--- src/rtl/pipe_arb_pkg.sv ---
// Shared types and helpers for the PIPE request arbiter.
package pipe_arb_pkg;

  localparam int OPND_W    = 6;
  localparam int MODE_W    = 2;
  localparam int OUT_W     = 27;

  // Tags are sized for the largest supported requester count so that the
  // package does not depend on the arbiter's N_REQ parameter.
  localparam int N_REQ_MAX = 8;
  localparam int TAG_W     = $clog2(N_REQ_MAX);

  typedef logic [TAG_W-1:0] tag_t;

  typedef struct packed {
    logic [OPND_W-1:0] in1;
    logic [OPND_W-1:0] in2;
    logic [OPND_W-1:0] in3;
    logic [OPND_W-1:0] in4;
    logic [MODE_W-1:0] mode;
  } pipe_req_t;

  // First valid requester at or above ptr, wrapping at n. Returns 0 when
  // nothing is valid; callers qualify the result with |valid.
  function automatic tag_t rr_next(input logic [N_REQ_MAX-1:0] valid,
                                   input tag_t ptr, input int n);
    tag_t g;
    logic found;
    int   idx;
    g     = '0;
    found = 1'b0;
    for (int k = 0; k < N_REQ_MAX; k++) begin
      idx = (int'(ptr) + k) % n;
      if ((k < n) && !found && valid[idx[TAG_W-1:0]]) begin
        g     = tag_t'(idx);
        found = 1'b1;
      end
    end
    return g;
  endfunction

endpackage

--- src/rtl/pipe_tag_fifo.sv ---
// In-order FIFO of requester tags, one entry per outstanding PIPE operation.
module pipe_tag_fifo
  import pipe_arb_pkg::*;
#(
  parameter int DEPTH = 8
) (
  input  logic                       clk,
  input  logic                       rst,
  input  logic                       push,
  input  logic                       pop,
  input  tag_t                       din,
  output tag_t                       head,
  output logic [$clog2(DEPTH):0]     count,
  output logic                       full,
  output logic                       empty
);

  localparam int PTR_W = $clog2(DEPTH);
  localparam int CNT_W = PTR_W + 1;

  tag_t             mem [DEPTH];
  logic [PTR_W-1:0] wptr;
  logic [PTR_W-1:0] rptr;
  logic             do_push;
  logic             do_pop;

  assign full    = (count == CNT_W'(DEPTH));
  assign empty   = (count == '0);
  assign do_push = push && !full;
  assign do_pop  = pop && !empty;
  assign head    = mem[rptr];

  // Tag storage; contents are only meaningful between the pointers.
  always_ff @(posedge clk) begin
    if (do_push) mem[wptr] <= din;
  end

  // Pointers wrap naturally; count tracks occupancy including the full state.
  always_ff @(posedge clk) begin
    if (rst) begin
      wptr  <= '0;
      rptr  <= '0;
      count <= '0;
    end else begin
      if (do_push) wptr <= wptr + 1'b1;
      if (do_pop)  rptr <= rptr + 1'b1;
      case ({do_push, do_pop})
        2'b10:   count <= count + 1'b1;
        2'b01:   count <= count - 1'b1;
        default: count <= count;
      endcase
    end
  end

endmodule

--- src/rtl/pipe_arbiter.sv ---
// Round-robin sharing of one PIPE datapath among N_REQ requesters, with
// in-order tag tracking so each result returns to its issuer.
module pipe_arbiter
  import pipe_arb_pkg::*;
#(
  parameter int N_REQ        = 4,
  parameter int MAX_INFLIGHT = 8
) (
  input  logic                      clk,
  input  logic                      rst,
  input  logic [N_REQ-1:0]          req_valid,
  output logic [N_REQ-1:0]          req_ready,
  input  logic [N_REQ*OPND_W-1:0]   req_in1,
  input  logic [N_REQ*OPND_W-1:0]   req_in2,
  input  logic [N_REQ*OPND_W-1:0]   req_in3,
  input  logic [N_REQ*OPND_W-1:0]   req_in4,
  input  logic [N_REQ*MODE_W-1:0]   req_mode,
  output logic                      pipe_in_valid,
  output logic [OPND_W-1:0]         pipe_in_1,
  output logic [OPND_W-1:0]         pipe_in_2,
  output logic [OPND_W-1:0]         pipe_in_3,
  output logic [OPND_W-1:0]         pipe_in_4,
  output logic [MODE_W-1:0]         pipe_mode,
  input  logic                      pipe_out_valid,
  input  logic [OUT_W-1:0]          pipe_out_value,
  output logic [N_REQ-1:0]          rsp_valid,
  output logic [OUT_W-1:0]          rsp_value,
  output logic                      err_unexpected
);

  localparam int IDX_W = (N_REQ > 1) ? $clog2(N_REQ) : 1;
  localparam int CNT_W = $clog2(MAX_INFLIGHT) + 1;
  localparam logic [N_REQ-1:0] ONE = {{(N_REQ-1){1'b0}}, 1'b1};

  tag_t              rr_ptr;
  tag_t              grant;
  tag_t              rr_inc;
  tag_t              head;
  logic [N_REQ-1:0]  grant_oh;
  logic [N_REQ-1:0]  head_oh;
  logic              any_valid;
  logic              can_issue;
  logic              xfer;
  logic              pop;
  logic [CNT_W-1:0]  count;
  logic              full;
  logic              empty;
  pipe_req_t         reqs [N_REQ];
  pipe_req_t         sel_req;

  // Unflatten the requester buses into one record per requester.
  for (genvar i = 0; i < N_REQ; i++) begin : g_unpack
    assign reqs[i] = {req_in1[OPND_W*i +: OPND_W], req_in2[OPND_W*i +: OPND_W],
                      req_in3[OPND_W*i +: OPND_W], req_in4[OPND_W*i +: OPND_W],
                      req_mode[MODE_W*i +: MODE_W]};
  end

  // Issue decision depends only on registered occupancy, so a result
  // arriving this cycle cannot open a slot until the next one.
  assign any_valid = |req_valid;
  assign can_issue = (count < CNT_W'(MAX_INFLIGHT)) && !rst;
  assign grant     = rr_next(N_REQ_MAX'(req_valid), rr_ptr, N_REQ);
  assign grant_oh  = ONE << grant;
  assign req_ready = grant_oh & {N_REQ{can_issue && any_valid}};
  assign xfer      = can_issue && any_valid;
  assign sel_req   = reqs[grant[IDX_W-1:0]];
  assign rr_inc    = (int'(grant) == N_REQ - 1) ? '0 : grant + 1'b1;

  assign pop       = pipe_out_valid && !empty;
  assign head_oh   = ONE << head;

  pipe_tag_fifo #(
    .DEPTH (MAX_INFLIGHT)
  ) u_fifo (
    .clk   (clk),
    .rst   (rst),
    .push  (xfer),
    .pop   (pop),
    .din   (grant),
    .head  (head),
    .count (count),
    .full  (full),
    .empty (empty)
  );

  // Issue stage: register the granted payload toward PIPE, advance priority.
  always_ff @(posedge clk) begin
    if (rst) begin
      pipe_in_valid <= 1'b0;
      pipe_in_1     <= '0;
      pipe_in_2     <= '0;
      pipe_in_3     <= '0;
      pipe_in_4     <= '0;
      pipe_mode     <= '0;
      rr_ptr        <= '0;
    end else if (xfer) begin
      pipe_in_valid <= 1'b1;
      pipe_in_1     <= sel_req.in1;
      pipe_in_2     <= sel_req.in2;
      pipe_in_3     <= sel_req.in3;
      pipe_in_4     <= sel_req.in4;
      pipe_mode     <= sel_req.mode;
      rr_ptr        <= rr_inc;
    end else begin
      pipe_in_valid <= 1'b0;
      pipe_in_1     <= '0;
      pipe_in_2     <= '0;
      pipe_in_3     <= '0;
      pipe_in_4     <= '0;
      pipe_mode     <= '0;
    end
  end

  // Response stage: route each result to the head tag; flag untracked results.
  always_ff @(posedge clk) begin
    if (rst) begin
      rsp_valid      <= '0;
      rsp_value      <= '0;
      err_unexpected <= 1'b0;
    end else begin
      if (pop) begin
        rsp_valid <= head_oh;
        rsp_value <= pipe_out_value;
      end else begin
        rsp_valid <= '0;
      end
      if (pipe_out_valid && empty) err_unexpected <= 1'b1;
    end
  end

  // full is implied by count; kept on the FIFO interface for other users.
  logic unused_full;
  assign unused_full = full;

endmodule
--- config.mk ---
export PLATFORM = sky130hd
export DESIGN_NAME = pipe_arbiter
export DESIGN_NICKNAME = d
export VERILOG_FILES = /design/src/rtl/pipe_arb_pkg.sv /design/src/rtl/pipe_tag_fifo.sv /design/src/rtl/pipe_arbiter.sv
export SDC_FILE = /design/constraint.sdc
export NUM_CORES = 1
export LEC_CHECK = 0
export ABC_AREA = 1
export CAP_MARGIN = 20
export CORE_ASPECT_RATIO = 1.25
export CORE_MARGIN = 5
export CORE_UTILIZATION = 44
export CTS_CLUSTER_DIAMETER = 150
export CTS_CLUSTER_SIZE = 10
export DETAILED_ROUTE_END_ITERATION = 10
export MAX_ROUTING_LAYER = met4
export PLACE_DENSITY = 0.83
export SLEW_MARGIN = 20
export SYNTH_ARGS = -nofsm -noshare
export SYNTH_HDL_FRONTEND = slang
export SYNTH_SLANG_ARGS = --single-unit
--- constraint.sdc ---
create_clock -name clk -period 6.3 [get_ports clk]
set_input_delay 1.89 -clock clk [delete_from_list [all_inputs] [get_ports clk]]
set_output_delay 1.89 -clock clk [all_outputs]
set_load 0.02 [all_outputs]
==> results of run 1 <==
[state kept, by name, summed over array words and instances (netlist names), named ones only]
name            count
pipe_in_1           6
rsp_valid           4
err_unexpected      1
rr_ptr              2
pipe_in_3           6
u_fifo.rptr         3
pipe_in_2           6
pipe_in_valid       1
rsp_value          27
u_fifo.wptr         3
pipe_in_4           6
pipe_mode           2
u_fifo.count        4
u_fifo.mem         16
[area by class of cell]
type	count	area, um^2
flip-flops and latches	90	1960
multi-input cells	411	2040
clock buffers	9	225
repair buffers	212	2090
well taps	129	161
inverters	110	418
fillers	819	3200
clock inverters	7	53.8
[through the flow]
| stage | cells | instance area (um^2) | hold WS (ns) | setup slack, ns |
|---|---|---|---|---|
| after CTS | 968 | 6950 | 0.441 | 0.197 |
| final | 968 | 6950 | 0.434 | 0.214 |
| after global routing | 968 | 6950 | 0.485 | 0.0295 |
| after floorplan | 645 | 4600 | 0.412 | 1.09 |
| after detailed placement | 952 | 6680 | 0.433 | 0.204 |
| after global placement | 952 | 6680 | 0.428 | 0.293 |
[synthesized netlist by cell type]
| cell type | n | area share |
|---|---|---|
| o32ai_1 | 3 | 0.0057 |
| nand3b_1 | 28 | 0.046 |
| nor2_4 | 1 | 0.0024 |
| inv_4 | 2 | 0.0027 |
| nand2_1 | 93 | 0.076 |
| nor2_2 | 1 | 0.0014 |
| a21oi_1 | 39 | 0.042 |
| nand2_4 | 2 | 0.0049 |
| nor4_1 | 1 | 0.0014 |
| inv_2 | 1 | 0.00082 |
| xor2_1 | 3 | 0.0057 |
| mux2i_1 | 1 | 0.0022 |
| dfxtp_1 | 74 | 0.32 |
| clkinv_1 | 1 | 0.00082 |
| buf_4 | 9 | 0.015 |
| nor2_1 | 90 | 0.073 |
| buf_2 | 11 | 0.012 |
| xnor2_1 | 1 | 0.0019 |
| inv_1 | 106 | 0.087 |
| nand4_2 | 1 | 0.0027 |
| edfxtp_1 | 16 | 0.10 |
| nand3_2 | 1 | 0.0022 |
| o21ai_0 | 43 | 0.047 |
| o221ai_1 | 1 | 0.0019 |
| ha_1 | 9 | 0.024 |
| nand3_1 | 87 | 0.095 |
| clkbuf_1 | 13 | 0.011 |
| buf_1 | 1 | 0.00082 |
| nand2_2 | 4 | 0.0054 |
| nand4_1 | 2 | 0.0027 |
[layout by cell type (no fill, tap or decap), types with 2 or more instances in the layout]
cell             synthesis  routed
ha_1                     9       9
o32ai_1                  3       3
clkinv_2                 0       2
nor2_1                  90      90
nand3_1                 87      87
dfxtp_1                 74      74
xor2_1                   3       3
inv_1                  106     106
nand3b_1                28      28
o21ai_0                 43      43
buf_4                    9      12
clkbuf_16                0       9
nand2_2                  4       4
nand4_1                  2       2
nand2_1                 93      93
nand2_4                  2       2
clkinvlp_4               0       2
edfxtp_1                16      16
a21oi_1                 39      39
clkdlybuf4s50_1          0     200
inv_4                    2       2
[per-layer routing]
layer | up-vias | track usage | wire length, um
li1 | 2428 | - | -
met5 | - | - | 0
met3 | 20 | 0.0784 | 1230
met1 | 2216 | 0.244 | 5560
met4 | 0 | 0.0681 | 259
met2 | 207 | 0.389 | 7200
[report_power, final]
part | internal [mW] | switching [mW]
Clock | 0.271 | 0.233
Sequential | 0.790 | 0.0922
Combinational | 0.733 | 1.13
[kinds of logic after synthesis]
| family | after synthesis |
|---|---|
| XOR/XNOR | 4 |
| adder cells (fa/ha/maj) | 9 |
| AO/OA/AOI/OAI | 86 |
| buffers and inverters | 144 |
| multiplexers | 1 |
| flip-flops | 90 |
| AND/OR/NAND/NOR | 311 |
[critical path, delay by kind of cell]
family | cells | cell delay (ns)
AND/OR/NAND/NOR | 8 | 0.84
buffers and inverters | 5 | 1.31
adder cells (fa/ha/maj) | 1 | 0.16
[how the worst max path moves through the flow]
| stage | from | end | slack, ns | cells past startpoint |
|---|---|---|---|---|
| after floorplan | req_valid[3] | req_ready[3] | 1.09 | 13 |
| after global placement | req_valid[3] | req_ready[2] | 0.29 | 14 |
| after detailed placement | req_valid[0] | req_ready[2] | 0.20 | 15 |
| after CTS | req_valid[0] | req_ready[2] | 0.20 | 15 |
| after global routing | req_valid[3] | req_ready[2] | 0.03 | 14 |
| final | req_valid[3] | req_ready[2] | 0.21 | 14 |
==> run metrics, run 1 <==
critical path, cell by cell=clkdlybuf4s50_1 -> inv_1 -> nand2_1 -> nand3_1 -> nand2_2 -> nor2_4 -> nand2_1 -> nand2_2 -> nand2_4 -> inv_1 -> ha_1 -> inv_1 -> nor2_1 -> clkdlybuf4s50_1; worst r2r dst=u_fifo.count[2]; Worst slew margin=0.646; final setup fails=0; Starting Density=0.453; Rows=between 40 and 50; Critical Path AT=roughly 4.2 ns; DR iter-0 viols=around 320; r2r startpoint=u_fifo.count[3]; Post-DRT Antenna Nets=0; total power=between 3 and 4 mW; CTS clk-pin slew, worst paths=around 0.06 ns; Root Buffer=clkbuf_16; Worst Hold Class=reg -> reg; gr ovfl total=0; Hold Violations, Final=0; status=complete, no violations; Clock Path Buffers=2; total core area=0.0102 mm^2; Synth Cell Area=roughly 0.0046 mm^2; first-pass GRT wire length=~22,000 um; Max Cap Viol=0; Hold EP=u_fifo.rptr[2]; DIE AREA=around 0.013 mm^2; Synth Area in Compound Gates=0.0969; Synth Area in XOR/XNOR=0.00762; Area Growth Syn to Fin=51.3%; Critical Path Most Common Cell=inv_1; largest net degree at the start of global routing=53; post-synthesis simple-gate area fraction=0.313; Mapped Nets=~790; via count=just under 5,000; Die Ht=124 um; post-synthesis sequential area ratio=0.427; Setup crit end kind=primary output; RSZ-0062 raised after global routing=no; period utilization=0.966; WHS Path Cells=1; antenna cells=0; average size of a mapped cell=7.13 um^2; Netlist cell types=30; vias per cell=5.03; post-CTS resize count=0; maximum VDD drop=between 0.2 and 0.3 mV; Worst R2R Setup Slack=3.91 ns; DP HPWL=10,900 um; pins over their slew limit=0; Max Clk Rate=about 160 MHz; Reg2Reg Depth=10; DR DRC count=0; drt total wl=roughly 14,000 um; Synth Register Bits=90; post-layout min period=roughly 6 ns; Critical Path Start Type=input port; Die W=around 100 um; largest family of logic cells by synthesized area=simple AND/OR/NAND/NOR gates; first-pass detailed-route iteration total=5; wire length per cell=around 15 um; post-synthesis adder-cell area fraction=0.0245; GPL Wtd Cong=between 0.9 and 1; Worst path slowest cell=clkdlybuf4s50_1; nets=approximately 980; layout cells sized above 1=0.0489; slowest stage delay, CP=around 0.63 ns; IO buf count=200; setup_tns=0 ns; synth warn=0; H-tree depth=3; critical path required time=between 4 and 5 ns; PD cells=467 mW/mm^2; total global-route track usage=0.227; Mapped Cells=645; CTS tree=yes; Hold Path Origin=u_fifo.rptr[2]; initial antenna violation count=0; Finished Core Util=0.685; # IOs=201; CP Class=in -> out; mux share of post-synthesis cell area=0.00218; worst clock skew=between 0.01 and 0.015 ns; worst-path maximum fanout=5; worst-skew pair later-pin latency=between 0.3 and 0.4 ns; Num CTS Buffers=9; P_leak=a little over 3 nW; hold buffer count at CTS=0; Clock Sink Count=90; vias in the first global route=4,839; Worst-Margin Slew=between 0.5 and 0.6 ns; Post-CTS Setup Bufs=0
Note: power is estimated with default switching activity, not from simulation.
==> run 2, diff against run 1 <==
CTS_CLUSTER_SIZE = default   (was 10)
==> results of run 2 <==
The final DEF is identical to that of run 1; final timing and power are the same.
==> run 3, diff against run 2 <==
CTS_CLUSTER_DIAMETER = default   (was 150)
==> results of run 3 <==
The final DEF is identical to that of run 1; final timing and power are the same.
